File: src/rtl/dvbc_derandomizer_pkg.sv
// Shared constants, types and helpers for the DVB-C energy-dispersal
// derandomizer (and its transmit-side randomizer counterpart).
//   TS framing : 188-byte MPEG-TS packets, 8-packet dispersal groups
//   Sync bytes : 0x47 normally, 0xB8 (inverted) on the first packet of a group
//   PRBS       : x^15 + x^14 + 1, register r[1:15] held as state[14:0],
//                state[14] = r1 ... state[0] = r15
package dvbc_derandomizer_pkg;

  localparam int unsigned TS_PKT_LEN = 188;
  localparam int unsigned GRP_PKTS   = 8;

  localparam logic [7:0]  TS_SYNC     = 8'h47;
  localparam logic [7:0]  TS_SYNC_INV = 8'hB8;
  localparam logic [14:0] PRBS_INIT   = 15'b100101010000000;

  localparam int unsigned BYTE_CNT_W = $clog2(TS_PKT_LEN);
  localparam int unsigned PKT_IDX_W  = $clog2(GRP_PKTS);

  localparam logic [BYTE_CNT_W-1:0] LAST_BYTE = BYTE_CNT_W'(TS_PKT_LEN - 1);
  localparam logic [PKT_IDX_W-1:0]  LAST_PKT  = PKT_IDX_W'(GRP_PKTS - 1);

  typedef logic [14:0] prbs_state_t;

  typedef enum logic [1:0] {
    ST_HUNT,
    ST_VERIFY,
    ST_LOCK
  } state_e;

  // Sync byte expected at the start of packet pkt_idx within a group.
  function automatic logic [7:0] expected_sync(input logic [PKT_IDX_W-1:0] pkt_idx);
    return (pkt_idx == '0) ? TS_SYNC_INV : TS_SYNC;
  endfunction

endpackage

File: src/rtl/dvbc_derandomizer_if.sv
// Byte-stream interface of the derandomizer.
//   data_i/valid_i        : received byte stream from the RS decoder
//   data_o/valid_o/sop_o  : descrambled TS stream, sop_o flags sync bytes
//   lock_o                : framing is locked
// slave  = derandomizer side, master = upstream/downstream side.
interface dvbc_derandomizer_if;

  logic [7:0] data_i;
  logic       valid_i;
  logic [7:0] data_o;
  logic       valid_o;
  logic       sop_o;
  logic       lock_o;

  modport slave (
    input  data_i, valid_i,
    output data_o, valid_o, sop_o, lock_o
  );

  modport master (
    output data_i, valid_i,
    input  data_o, valid_o, sop_o, lock_o
  );

endinterface

File: src/rtl/dvbc_prbs_byte.sv
// Combinational one-byte step of the DVB-C dispersal PRBS (x^15 + x^14 + 1).
// Shared by the receive derandomizer and the transmit randomizer.
//   state_i : current PRBS register
//   prbs_o  : 8 PRBS output bits, first generated bit in bit 7
//   state_o : register after 8 steps
module dvbc_prbs_byte
  import dvbc_derandomizer_pkg::*;
(
  input  prbs_state_t state_i,
  output logic [7:0]  prbs_o,
  output prbs_state_t state_o
);

  always_comb begin
    prbs_state_t st;
    logic        fb;
    // NOTE: every variable written here gets a value before any branch or
    // loop can skip it; a path that leaves one unassigned infers a latch.
    st     = state_i;
    fb     = 1'b0;
    prbs_o = '0;
    for (int i = 7; i >= 0; i--) begin
      fb        = st[1] ^ st[0];     // r14 ^ r15
      st        = {fb, st[14:1]};    // r[2:15] <= r[1:14], r1 <= out
      prbs_o[i] = fb;
    end
    state_o = st;
  end

endmodule

File: src/rtl/dvbc_derandomizer.sv
// DVB-C energy-dispersal derandomizer (receive side, after the RS decoder).
// Finds packet/group alignment from the inverted 0xB8 sync, descrambles the
// payload with the x^15+x^14+1 PRBS and restores every sync byte to 0x47.
//   clk_i   : clock
//   rst_i   : asynchronous, active-high reset
//   bus     : dvbc_derandomizer_if.slave
//             data_i/valid_i in; data_o/valid_o/sop_o/lock_o out, all registered
// Parameters:
//   LOCK_CNT   : consecutive correct group syncs (incl. the first) to lock
//   UNLOCK_CNT : consecutive wrong sync positions while locked to drop lock
module dvbc_derandomizer
  import dvbc_derandomizer_pkg::*;
#(
  parameter int unsigned LOCK_CNT   = 2,
  parameter int unsigned UNLOCK_CNT = 3
) (
  input  logic                 clk_i,
  input  logic                 rst_i,
  dvbc_derandomizer_if.slave   bus
);

  localparam int unsigned     CNT_W      = 4;
  localparam logic [CNT_W-1:0] LOCK_TGT   = CNT_W'(LOCK_CNT);
  localparam logic [CNT_W-1:0] UNLOCK_TGT = CNT_W'(UNLOCK_CNT);

  state_e                  state_q,    state_d;
  logic [BYTE_CNT_W-1:0]   byte_cnt_q, byte_cnt_d;
  logic [PKT_IDX_W-1:0]    pkt_idx_q,  pkt_idx_d;
  logic [CNT_W-1:0]        hit_q,      hit_d;
  logic [CNT_W-1:0]        miss_q,     miss_d;
  prbs_state_t             prbs_q,     prbs_d;
  logic [7:0]              data_q,     data_d;
  logic                    valid_q,    valid_d;
  logic                    sop_q,      sop_d;
  logic                    lock_q,     lock_d;

  logic [7:0]  prbs_byte;
  prbs_state_t prbs_adv;

  dvbc_prbs_byte u_prbs (
    .state_i (prbs_q),
    .prbs_o  (prbs_byte),
    .state_o (prbs_adv)
  );

  logic at_sync;
  logic sync_ok;
  logic drop;

  assign at_sync = (byte_cnt_q == '0);
  assign sync_ok = (bus.data_i == expected_sync(pkt_idx_q));

  always_comb begin
    state_d    = state_q;
    byte_cnt_d = byte_cnt_q;
    pkt_idx_d  = pkt_idx_q;
    hit_d      = hit_q;
    miss_d     = miss_q;
    prbs_d     = prbs_q;
    data_d     = data_q;   // data_o holds its last value when nothing is output
    valid_d    = 1'b0;
    sop_d      = 1'b0;
    drop       = 1'b0;

    if (bus.valid_i) begin
      // Free-running framing used while VERIFY/LOCK; HUNT overrides it below.
      if (byte_cnt_q == LAST_BYTE) begin
        byte_cnt_d = '0;
        pkt_idx_d  = (pkt_idx_q == LAST_PKT) ? '0 : pkt_idx_q + PKT_IDX_W'(1);
      end else begin
        byte_cnt_d = byte_cnt_q + BYTE_CNT_W'(1);
      end
      // The group start reloads the PRBS; the other seven sync bytes still
      // consume one PRBS byte even though they are not scrambled.
      prbs_d = (at_sync && pkt_idx_q == '0) ? PRBS_INIT : prbs_adv;

      case (state_q)
        ST_HUNT: begin
          byte_cnt_d = '0;
          pkt_idx_d  = '0;
          prbs_d     = prbs_q;
          if (bus.data_i == TS_SYNC_INV) begin
            byte_cnt_d = BYTE_CNT_W'(1);
            prbs_d     = PRBS_INIT;
            hit_d      = CNT_W'(1);
            miss_d     = '0;
            if (LOCK_TGT == CNT_W'(1)) begin
              state_d = ST_LOCK;
              valid_d = 1'b1;
              sop_d   = 1'b1;
              data_d  = TS_SYNC;
            end else begin
              state_d = ST_VERIFY;
            end
          end
        end

        ST_VERIFY: begin
          if (at_sync) begin
            if (!sync_ok) begin
              drop = 1'b1;
            end else if (pkt_idx_q == '0) begin
              hit_d = hit_q + CNT_W'(1);
              if (hit_q + CNT_W'(1) == LOCK_TGT) begin
                // Lock takes effect on this very sync byte, so it is output.
                state_d = ST_LOCK;
                miss_d  = '0;
                valid_d = 1'b1;
                sop_d   = 1'b1;
                data_d  = TS_SYNC;
              end
            end
          end
        end

        ST_LOCK: begin
          valid_d = 1'b1;
          if (at_sync) begin
            sop_d  = 1'b1;
            data_d = TS_SYNC;
            if (sync_ok) begin
              miss_d = '0;
            end else if (miss_q + CNT_W'(1) == UNLOCK_TGT) begin
              drop = 1'b1;
            end else begin
              miss_d = miss_q + CNT_W'(1);
            end
          end else begin
            data_d = bus.data_i ^ prbs_byte;
          end
        end

        default: drop = 1'b1;
      endcase

      // Back to HUNT: the triggering byte is discarded, never reused as a start.
      if (drop) begin
        state_d    = ST_HUNT;
        byte_cnt_d = '0;
        pkt_idx_d  = '0;
        hit_d      = '0;
        miss_d     = '0;
        prbs_d     = PRBS_INIT;
        valid_d    = 1'b0;
        sop_d      = 1'b0;
        data_d     = data_q;
      end
    end

    lock_d = (state_d == ST_LOCK);
  end

  // NOTE: state is updated with non-blocking assignments only, so every flop
  // samples the pre-edge values no matter how the statements are ordered.
  always_ff @(posedge clk_i or posedge rst_i) begin
    if (rst_i) begin
      state_q    <= ST_HUNT;
      byte_cnt_q <= '0;
      pkt_idx_q  <= '0;
      hit_q      <= '0;
      miss_q     <= '0;
      prbs_q     <= PRBS_INIT;
      data_q     <= '0;
      valid_q    <= 1'b0;
      sop_q      <= 1'b0;
      lock_q     <= 1'b0;
    end else begin
      state_q    <= state_d;
      byte_cnt_q <= byte_cnt_d;
      pkt_idx_q  <= pkt_idx_d;
      hit_q      <= hit_d;
      miss_q     <= miss_d;
      prbs_q     <= prbs_d;
      data_q     <= data_d;
      valid_q    <= valid_d;
      sop_q      <= sop_d;
      lock_q     <= lock_d;
    end
  end

  assign bus.data_o  = data_q;
  assign bus.valid_o = valid_q;
  assign bus.sop_o   = sop_q;
  assign bus.lock_o  = lock_q;

endmodule

File: src/flat_wrapper.sv
// flat-port wrapper written by rule: the top's interface ports become plain ports
module dvbc_derandomizer_flat import dvbc_derandomizer_pkg::*;
#(
  parameter int unsigned LOCK_CNT   = 2,
  parameter int unsigned UNLOCK_CNT = 3
)
  (clk_i, rst_i, bus_data_i, bus_valid_i, bus_data_o, bus_valid_o, bus_sop_o, bus_lock_o);
  dvbc_derandomizer_if bus_i ();
  input  logic clk_i;
  input  logic rst_i;
  input wire logic [$bits(bus_i.data_i)-1:0] bus_data_i;
  input wire logic [$bits(bus_i.valid_i)-1:0] bus_valid_i;
  output wire logic [$bits(bus_i.data_o)-1:0] bus_data_o;
  output wire logic [$bits(bus_i.valid_o)-1:0] bus_valid_o;
  output wire logic [$bits(bus_i.sop_o)-1:0] bus_sop_o;
  output wire logic [$bits(bus_i.lock_o)-1:0] bus_lock_o;
  assign bus_i.data_i = bus_data_i;
  assign bus_i.valid_i = bus_valid_i;
  assign bus_data_o = bus_i.data_o;
  assign bus_valid_o = bus_i.valid_o;
  assign bus_sop_o = bus_i.sop_o;
  assign bus_lock_o = bus_i.lock_o;
  dvbc_derandomizer #(.LOCK_CNT(LOCK_CNT), .UNLOCK_CNT(UNLOCK_CNT)) u_core (.clk_i(clk_i), .rst_i(rst_i), .bus(bus_i));
endmodule
File: config.mk
export PLATFORM = sky130hd
export DESIGN_NAME = dvbc_derandomizer_flat
export DESIGN_NICKNAME = d
export VERILOG_FILES = /design/src/rtl/dvbc_derandomizer_pkg.sv /design/src/rtl/dvbc_derandomizer_if.sv /design/src/rtl/dvbc_prbs_byte.sv /design/src/rtl/dvbc_derandomizer.sv /design/src/flat_wrapper.sv
export SDC_FILE = /design/constraint.sdc
export NUM_CORES = 1
export LEC_CHECK = 0
export ABC_AREA = 1
export CORE_MARGIN = 5
export CORE_UTILIZATION = 25
export CTS_BUF_LIST = sky130_fd_sc_hd__clkbuf_4
export DETAILED_ROUTE_END_ITERATION = 10
export GPL_TIMING_DRIVEN = 1
export HOLD_SLACK_MARGIN = 0.12
export PLACE_DENSITY = 0.5
export SLEW_MARGIN = 5
export SYNTH_ARGS = -nofsm -noshare
export SYNTH_HDL_FRONTEND = slang
export SYNTH_HIERARCHICAL = 1
export SYNTH_SLANG_ARGS = --single-unit
File: constraint.sdc
create_clock -name clk_i -period 5.7 [get_ports clk_i]
set_clock_uncertainty 0.15 [all_clocks]
set_input_delay 1.14 -clock clk_i [delete_from_list [all_inputs] [get_ports clk_i]]
set_output_delay 1.14 -clock clk_i [all_outputs]
set_load 0.02 [all_outputs]
==> results of run 1 <==
state kept, by name, indices dropped and copies added (netlist names):
register            count
u_core/bus.data_o       8
u_core/bus.lock_o       1
u_core/bus.sop_o        1
u_core/bus.valid_o      1
u_core/byte_cnt_q       8
u_core/hit_q            4
u_core/miss_q           4
u_core/pkt_idx_q        3
u_core/prbs_q          15
u_core/state_q          2
report_power, final:
group          total (W)  switching [W]  internal [W]
clock network   0.000201       0.000110     0.0000904
logic           0.000267       0.000162      0.000105
registers       0.000417      0.0000311      0.000386
total           0.000885       0.000303      0.000582
routing by layer:
metal	up-vias	part of all wire	wire, um	GRT usage
li1	1179	-	-	-
met1	1058	0.49	2990	0.117
met2	35	0.46	2810	0.149
met3	6	0.031	186	0.0194
met4	0	0.013	77	0.0261
met5	-	0	0	0
layout make-up:
type / instances / area [um2]
clock buffer: 5 / 37.5
clock inverter: 3 / 38.8
fill: 1239 / 8260
inverter: 48 / 180
multi-input combinational: 259 / 1430
sequential: 47 / 1180
tap: 143 / 179
timing repair buffer: 21 / 210
layout by cell type (no fill, tap or decap):
cell              n
dfstp_2           4
o21a_1            4
o22ai_1           3
inv_1            43
nor2_1           33
a211oi_1          1
o21ai_0          11
bufinv_16         1
nand3_2           1
nand4_1           1
and3_1            1
nand2_1          92
clkdlybuf4s50_1  21
ha_1             12
nor2_2            4
xnor2_1           5
dfrtp_1          43
clkinv_1          2
nor2_4            2
nor3_1            3
a21oi_1           6
xor2_1           12
or2_2             1
clkinv_2          1
nand3_1          37
nand2_4           3
o21ai_1           3
clkbuf_4          5
o21ai_2          16
and2_1            1
inv_2             4
a21oi_2           1
nand2_2           6
logic make-up after synthesis:
logic type,share of synthesized area
compound gates,0.103
xor+xnor,0.0502
fa+ha+maj,0.0506
simple gates,0.278
flops,0.398
buf+inv,0.121
worst min-delay path, cell delays in order, from the launching register on:
cell and delay, ns:
dfstp_2 0.40, nand2_1 0.07, o21ai_2 0.05
through the flow:
stage	power (W)	worst slack, ns	area (um2)
2_1_floorplan	0.000644	3.17	2970
3_3_place_gp	0.000691	2.09	3180
3_5_place_dp	0.000695	2.04	3180
4_1_cts	0.000905	2.45	3250
5_1_grt	0.000947	2.22	3250
6_report	0.000885	2.45	3250
worst min-delay path by stage:
stage	from	end	slack, ns
detailed placement	u_core/prbs_q[9]	u_core/prbs_q[9]	0.32
global route	u_core/prbs_q[11]	u_core/prbs_q[11]	0.37
floorplan	u_core/prbs_q[10]	u_core/prbs_q[10]	0.31
finish	u_core/prbs_q[9]	u_core/prbs_q[9]	0.34
global placement	u_core/prbs_q[9]	u_core/prbs_q[9]	0.32
CTS	u_core/prbs_q[9]	u_core/prbs_q[9]	0.35
==> impl_metrics.tcl, run 1 <==
set metrics [dict create \
    status "finished clean" \
    ant_nets 0 \
    post_synth.cell_area_avg_um2 7.89 \
    yosysMostFrequentCell "nand2_1" \
    p_leak_nw 1.55 \
    drt_iter0_drc 143 \
    slew_violations 0 \
    cts_buffers 5 \
    vias 2278 \
    critPathRequiredTime_ns 5.82 \
    ctsHoldBuffers 0 \
    clkLatencyLatePin_ns 0.36 \
    cts-resized-gates 0 \
    synthTopCellsByArea "dfrtp_1, nand2_1, nand3_1" \
    ys.flop_type "dfrtp_1" \
    synth_top_cell_area_share 0.363 \
    cts_setup_buffers 0 \
    synth_top_cells_by_count "nand2_1, inv_1, dfrtp_1" \
    htree_levels 2 \
    slowest_delay_ns 0.53 \
    synth.distinct_cells 33 \
    rsz0062_at_grt "no" \
    hold_path_depth 2 \
    tritoncts "done" \
    syn_inst 376 \
    reg2reg_from "u_core/pkt_idx_q[0]" \
    track_usage 0.0896 \
    grt_pass1_wl_mm 10.6 \
    cp_slowest_cell "clkdlybuf4s50_1" \
    ioPinCount 22 \
    tns_ns 0 \
    port_buffers 21 \
    root_buffer "clkbuf_4" \
    hold_class "reg2reg" \
    row_count 39 \
    startpoint_type "input pin" \
    synthesis.nets 399 \
    crit_type "in2reg" \
    crit_family "simple AND/OR/NAND/NOR gates" \
    tightest_slew_ns 1.00 \
    min_period_ns 3.25 \
    crit_chain "clkdlybuf4s50_1, inv_1, nand2_1, nor2_1, nand3_1, nand2_1, nor2_2, nand2_2, nand2_4, nand2_4, nand2_2, nand2_2, nor2_2, nand2_2, nand2_1, nand2_1" \
    wire_per_inst_um 11.5 \
    power_density_mw_per_mm2 272 \
    place_inst 518 \
    reg2reg_to "u_core/miss_q[3]" \
    floorplan.initialDensity 0.258 \
    crit_fanout 29 \
    post-route-period-util 0.570 \
    synth-edff-count 0 \
    drive_gt1_frac 0.128 \
    dieArea_mm2 0.0141 \
    cp-startpoint "bus_data_i[3]" \
    drt_wl_total_mm 6.06 \
    ys_async_sr_fraction 1.00 \
    fin_util 0.283 \
    viasPerCell 4.33 \
    areaGrowthSynthToFinish_pct 9.70 \
    core_mm2 0.0115 \
    die_h_um 119 \
    cp.depth 16 \
    antennaDiodeCount 0 \
    drc 0 \
    yosysTopAreaCell "dfrtp_1" \
    reg2reg_slack_ns 2.95 \
    dp_hpwl_mm 4.57 \
    worst_setup_path_end_kind "register" \
    cp.arrival_ns 3.36 \
    yosysSeqAreaShare 0.398 \
    synth_area_mm2 0.00297 \
    setup_violations 0 \
    grt_start_max_net_pins 48 \
    clkSinkCount 47 \
    drt_first_pass_iters 4 \
    ys_seq_elements 47 \
    ir_drop_uv 81.3 \
    antenna_found_initial 0 \
    grt_pass1_vias 2280 \
    holdWs_ns 0.344 \
    endpoint "u_core/miss_q[3]" \
    clk_pin_slew_ns 0.14 \
    slew_headroom 0.329 \
    ff2ff_path_depth 17 \
    finalHoldViolCount 0 \
    cap_viol_max_count 0 \
    grt_overflow 0 \
    cp.buffers_inverters 2 \
    fmax_ghz 0.308 \
    yosys_warnings 6 \
    gp_congestion 0.827 \
    final_cells 526 \
    clock_path_buffers 2 \
    die_w_um 119 \
    nets 405 \
]
No activity file was read; power rests on OpenSTA's default activity.
==> inputs of run 2 (changes only) <==
--- a/config.mk
+++ b/config.mk
@@ -12,7 +12,7 @@
 export DETAILED_ROUTE_END_ITERATION = 10
 export GPL_TIMING_DRIVEN = 1
 export HOLD_SLACK_MARGIN = 0.12
-export PLACE_DENSITY = 0.5
+export PLACE_DENSITY = 0.51
 export SLEW_MARGIN = 5
 export SYNTH_ARGS = -nofsm -noshare
 export SYNTH_HDL_FRONTEND = slang
==> constraint.sdc (replaced) <==
create_clock -name clk_i -period 2.72 [get_ports clk_i]
set_clock_uncertainty 0.15 [all_clocks]
set_input_delay 0.544 -clock clk_i [delete_from_list [all_inputs] [get_ports clk_i]]
set_output_delay 0.544 -clock clk_i [all_outputs]
set_load 0.02 [all_outputs]
==> run 2 against run 1 <==
Net effect:
- global-route usage is 0.15 points higher
- final cell count increased by 1.7%
- wire length grew 1.7%
- critical path depth down 3
- sequential power increased by 110%
- non-clock buffer count grew 9
- critical path type unchanged
- largest power group unchanged
- die area unchanged
- utilization grew 0.70 points
==> impl_metrics.tcl, run 2 (synthesized netlist as in run 1, its figures left out) <==
set metrics [dict create \
    status "finished clean" \
    final_common_cell "nand2_1" \
    met3_usage 0.0218 \
    cp_common_cell "nand2_1" \
    min_period_ns 2.26 \
    power_switching_share 0.340 \
    die_h_um 119 \
    drt_first_pass_iters 4 \
    track_usage 0.0910 \
    final_cell_mix "nand2_1, inv_1, dfrtp_1" \
    top_register "u_core/prbs_q" \
    wire_per_inst_um 11.5 \
    pwr-share-seq 0.466 \
    vias 2300 \
    drc 0 \
    ant_nets 0 \
    clkSinkCount 47 \
    antenna_found_initial 0 \
    clk_pin_slew_ns 0.14 \
    drive_gt1_frac 0.148 \
    post-route-period-util 0.830 \
    drt_wl_total_mm 6.17 \
    cp_slowest_cell "clkdlybuf4s50_1" \
    pre_cts_ws_ns 0.0637 \
    grt_pass1_vias 2219 \
    power_density_mw_per_mm2 562 \
    reg2reg_slack_ns 0.46 \
    grt_pass1_wl_mm 10.7 \
    ioPinCount 22 \
    cts_setup_buffers 0 \
    p_leak_nw 1.59 \
    nets 414 \
    fin_ws_ns 0.462 \
    core_mm2 0.0115 \
    tritoncts "done" \
    hold_class "reg2reg" \
    grt_util_met2 0.147 \
    ff2ff_path_depth 10 \
    cp.buffers_inverters 1 \
    reg2reg_to "u_core/prbs_q[3]" \
    fmax_ghz 0.443 \
    antennaDiodeCount 0 \
    largest_register_ffs 15 \
    worst_setup_path_end_kind "register" \
    reg2reg_from "u_core/state_q[0]" \
    met1_usage 0.121 \
    power_frac_comb 0.311 \
    cts_buffers 5 \
    clock_path_buffers 2 \
    tns_ns 0 \
    cts-resized-gates 0 \
    setup_violations 0 \
    crit_chain "clkdlybuf4s50_1, nand2_1, nor2_1, and2_1, nand3_1, nand2_1, nand2_2, nor2_1, a21oi_1, nor2_2, nand2_2, nand2_1, nand2_1" \
    grt_busiest_layer "met2" \
    dp_hpwl_mm 4.83 \
    p_int_w 0.00124 \
    grt_start_max_net_pins 27 \
    cp.depth 13 \
    die_w_um 119 \
    clkPwrFrac 0.223 \
    rsz0062_at_grt "no" \
    cp-startpoint "bus_data_i[5]" \
    slew_headroom 0.662 \
    floorplan.initialDensity 0.258 \
    crit_type "in2reg" \
    row_count 39 \
    grt_overflow 0 \
    areaGrowthSynthToFinish_pct 12.4 \
    root_buffer "clkbuf_4" \
    cap_viol_max_count 0 \
    critPathRequiredTime_ns 2.84 \
    clkLatencyLatePin_ns 0.36 \
    htree_levels 2 \
    port_buffers 21 \
    gp_congestion 0.763 \
    drt_iter0_drc 155 \
    dieArea_mm2 0.0141 \
    cp.arrival_ns 2.38 \
    slowest_delay_ns 0.54 \
    switchingPower_w 0.000637 \
    ctsHoldBuffers 0 \
    slew_violations 0 \
    ir_drop_uv 192 \
    endpoint "u_core/miss_q[2]" \
    crit_family "simple AND/OR/NAND/NOR gates" \
    startpoint_type "input pin" \
    tightest_slew_ns 0.507 \
    viasPerCell 4.30 \
    crit_fanout 6 \
    finalHoldViolCount 0 \
]
[run 2: power groups by stage]
stage	logic [W]	clock network, W	registers [W]
3_3_place_gp	0.000583	0	0.000886
2_1_floorplan	0.000432	0	0.000919
5_1_grt	0.000646	0.000471	0.000889
6_report	0.000583	0.000417	0.000875
3_5_place_dp	0.000588	0	0.000888
4_1_cts	0.000589	0.000446	0.000877
[run 2: worst min path at each step]
stage / startpoint / to / slack, ns / cells past startpoint
3_5_place_dp: u_core/prbs_q[9] / u_core/prbs_q[9] / 0.32 / 2
6_report: u_core/prbs_q[9] / u_core/prbs_q[9] / 0.34 / 2
4_1_cts: u_core/prbs_q[9] / u_core/prbs_q[9] / 0.34 / 2
3_3_place_gp: u_core/prbs_q[9] / u_core/prbs_q[9] / 0.32 / 2
2_1_floorplan: u_core/prbs_q[10] / u_core/prbs_q[10] / 0.31 / 2
5_1_grt: u_core/prbs_q[9] / u_core/prbs_q[9] / 0.35 / 2
[run 2: area by class of cell]
type | instances | area (um2)
Fill cell | 1238 | 8180
Inverter | 48 | 180
Tap cell | 143 | 179
Clock buffer | 5 | 37.5
Multi-Input combinational cell | 259 | 1430
Timing Repair Buffer | 30 | 290
Clock inverter | 3 | 38.8
Sequential cell | 47 | 1180
[run 2: worst register-to-register path: cells and delay by family (launching register included)]
family / cells / cell delay [ns]
simple gates: 5 / 0.73
buf+inv: 3 / 0.58
flops: 1 / 0.40
fa+ha+maj: 1 / 0.29
compound gates: 1 / 0.06
[run 2: per-layer routing]
metal / up-vias / part of all wire / wire [um]
li1: 1194 / - / -
met1: 1073 / 0.49 / 3050
met2: 27 / 0.46 / 2840
met3: 6 / 0.034 / 210
met4: 0 / 0.012 / 73
met5: - / 0 / 0
[run 2: per-stage QoR]
step	util	power (W)	instances	hold WS, ns	cell area [um2]
6_report	0.290	0.00188	535	0.343	3330
4_1_cts	0.290	0.00191	535	0.343	3330
2_1_floorplan	-	0.00135	376	0.310	2970
3_3_place_gp	0.283	0.00147	527	0.320	3260
5_1_grt	0.290	0.00201	535	0.354	3330
3_5_place_dp	0.283	0.00148	527	0.322	3260
==> inputs of run 3 (changes only) <==
==> constraint.sdc (replaced) <==
create_clock -name clk_i -period 1.95 [get_ports clk_i]
set_clock_uncertainty 0.15 [all_clocks]
set_input_delay 0.39 -clock clk_i [delete_from_list [all_inputs] [get_ports clk_i]]
set_output_delay 0.39 -clock clk_i [all_outputs]
set_load 0.02 [all_outputs]
==> run 3 against run 2 <==
Net effect:
- the flow now finishes with violations (negative setup slack)
- utilization up 6.4 points
- non-clock buffer count increased by 74
- combinational power is 100% higher
- via count increased by 14%
- highest routed layer unchanged
- clock power rose by 16%
- design area rose by 22%
- critical path type is now reg2reg
- first-iteration DRC count rose by 1.3%
- critical endpoint is now u_core/pkt_idx_q[0]
==> impl_metrics.tcl, run 3 (synthesized netlist as in run 1, its figures left out) <==
set metrics [dict create \
    drc 0 \
    ir_drop_uv 250 \
    ctsHoldBuffers 0 \
    grt_pass1_wl_mm 12.1 \
    core_mm2 0.0115 \
    status "finished with violations" \
    port_buffers 21 \
    tightest_slew_ns 0.260 \
    ant_nets 0 \
    fmax_ghz 0.475 \
    crit_fanout 2 \
    slew_violations 0 \
    placed_cell_area_mm2 0.00369 \
    die_h_um 119 \
    htree_levels 2 \
    vias 2629 \
    antennaDiodeCount 0 \
    track_usage 0.103 \
    row_count 39 \
    slew_headroom 0.826 \
    nFillCells 1201 \
    worst_setup_path_end_kind "register" \
    floorplan.initialDensity 0.258 \
    post-route-period-util 1.08 \
    top_register "u_core/prbs_q" \
    areaGrowthSynthToFinish_pct 37.3 \
    cp.arrival_ns 2.27 \
    violations "negative setup slack" \
    viasPerCell 4.31 \
    tns_ns -4.16 \
    setup_violations 42 \
    drt_first_pass_iters 4 \
    cts_buffers 5 \
    hold_class "in2async" \
    final_cell_mix "nand2_1, buf_4, dfrtp_1" \
    p_total_w 0.00286 \
    postLayoutCellArea_mm2 0.00407 \
    critPathRequiredTime_ns 2.12 \
    grt_pass1_vias 2702 \
    grt_start_max_net_pins 48 \
    drive_gt1_frac 0.338 \
    cap_viol_max_count 0 \
    gp_congestion 0.837 \
    dieArea_mm2 0.0141 \
    power_density_mw_per_mm2 702 \
    min_period_ns 2.11 \
    crit_type "reg2reg" \
    drt_wl_total_mm 7.01 \
    p_leak_nw 2.07 \
    clk_pin_slew_ns 0.15 \
    rsz0062_at_grt "yes" \
    drt_iter0_drc 157 \
    clock_path_buffers 2 \
    final_common_cell "nand2_1" \
    startpoint_type "register" \
    root_buffer "clkbuf_4" \
    fin_ws_ns -0.157 \
    largest_register_ffs 15 \
    grt_overflow 0 \
    tritoncts "done" \
    finalHoldViolCount 0 \
    ioPinCount 22 \
    clkLatencyLatePin_ns 0.37 \
    dp_hpwl_mm 5.15 \
    clkSinkCount 47 \
    wire_per_inst_um 11.5 \
    die_w_um 119 \
    antenna_found_initial 0 \
    nets 489 \
]
run 3: cell types whose count changed in the layout (fill, tap and decap cells not counted), sizes merged:
cell	delta
buf	+74
clkdlybuf4s50	-7
dlymetal6s2s	+7
bufinv	-1
clkbuf	+1
clkinv	-1
clkinvlp	+1
nor2	+1
run 3: worst max-delay path, stage by stage, from the launching register on:
cell and delay, ns:
dfrtp_1 0.38, inv_2 0.06, buf_4 0.13, buf_4 0.12
buf_4 0.12, buf_4 0.13, buf_4 0.13, buf_4 0.12
buf_4 0.12, buf_4 0.12, buf_4 0.12, buf_4 0.12
buf_4 0.13, o21ai_2 0.10
run 3: layout make-up:
type / instances / area [um2] / share of cell area
well taps: 143 / 179 / 0.0439
clock inverters: 2 / 12.5 / 0.00307
clock buffers: 6 / 45.0 / 0.0111
inverters: 48 / 181 / 0.0445
repair buffers: 104 / 920 / 0.226
flip-flops and latches: 47 / 1180 / 0.290
multi-input cells: 260 / 1550 / 0.382
run 3: final timing paths:
kind | startpoint | to | slack, ns | cells past startpoint
max | u_core/pkt_idx_q[0] | u_core/pkt_idx_q[0] | -0.16 | 13
min | rst_i | u_core/pkt_idx_q[0] | 0.20 | 3
max reg2reg | u_core/pkt_idx_q[0] | u_core/pkt_idx_q[0] | -0.16 | 13
min reg2reg | u_core/prbs_q[9] | u_core/prbs_q[9] | 0.33 | 2
max in group asynchronous | rst_i | u_core/prbs_q[7] | 1.18 | 3
min in group clk_i | u_core/prbs_q[9] | u_core/prbs_q[9] | 0.33 | 2
run 3: stage by stage:
step	worst slack (ns)	utilization	hold WS [ns]	std cells
floorplan	-0.00492	-	0.310	376
global placement	-0.464	0.320	0.321	583
detailed placement	-0.494	0.320	0.321	583
CTS	-0.152	0.345	0.201	605
global route	-0.304	0.354	0.224	610
finish	-0.157	0.354	0.202	610
run 3: layer usage:
metal	vias up	GRT usage	routed length [um]
met3	11	0.0218	226
li1	1353	-	-
met4	0	0.0377	112
met2	38	0.180	3480
met1	1227	0.125	3190
met5	-	0	0
run 3: what timing repair did:
action                                  in CTS  in global routing
gates cloned                                 1                  1
pin swaps                                    4                 16
endpoints found under the setup margin      44                 54
gates resized for setup                     31                 17
buffers inserted                            14                  4
run 3: report_power, final:
group	leakage, nW	switching, W	internal (W)
clock network	0.0317	0.000331	0.000154
registers	0.632	0.0000707	0.00113
logic	1.41	0.000606	0.000567
total	2.07	0.00101	0.00185
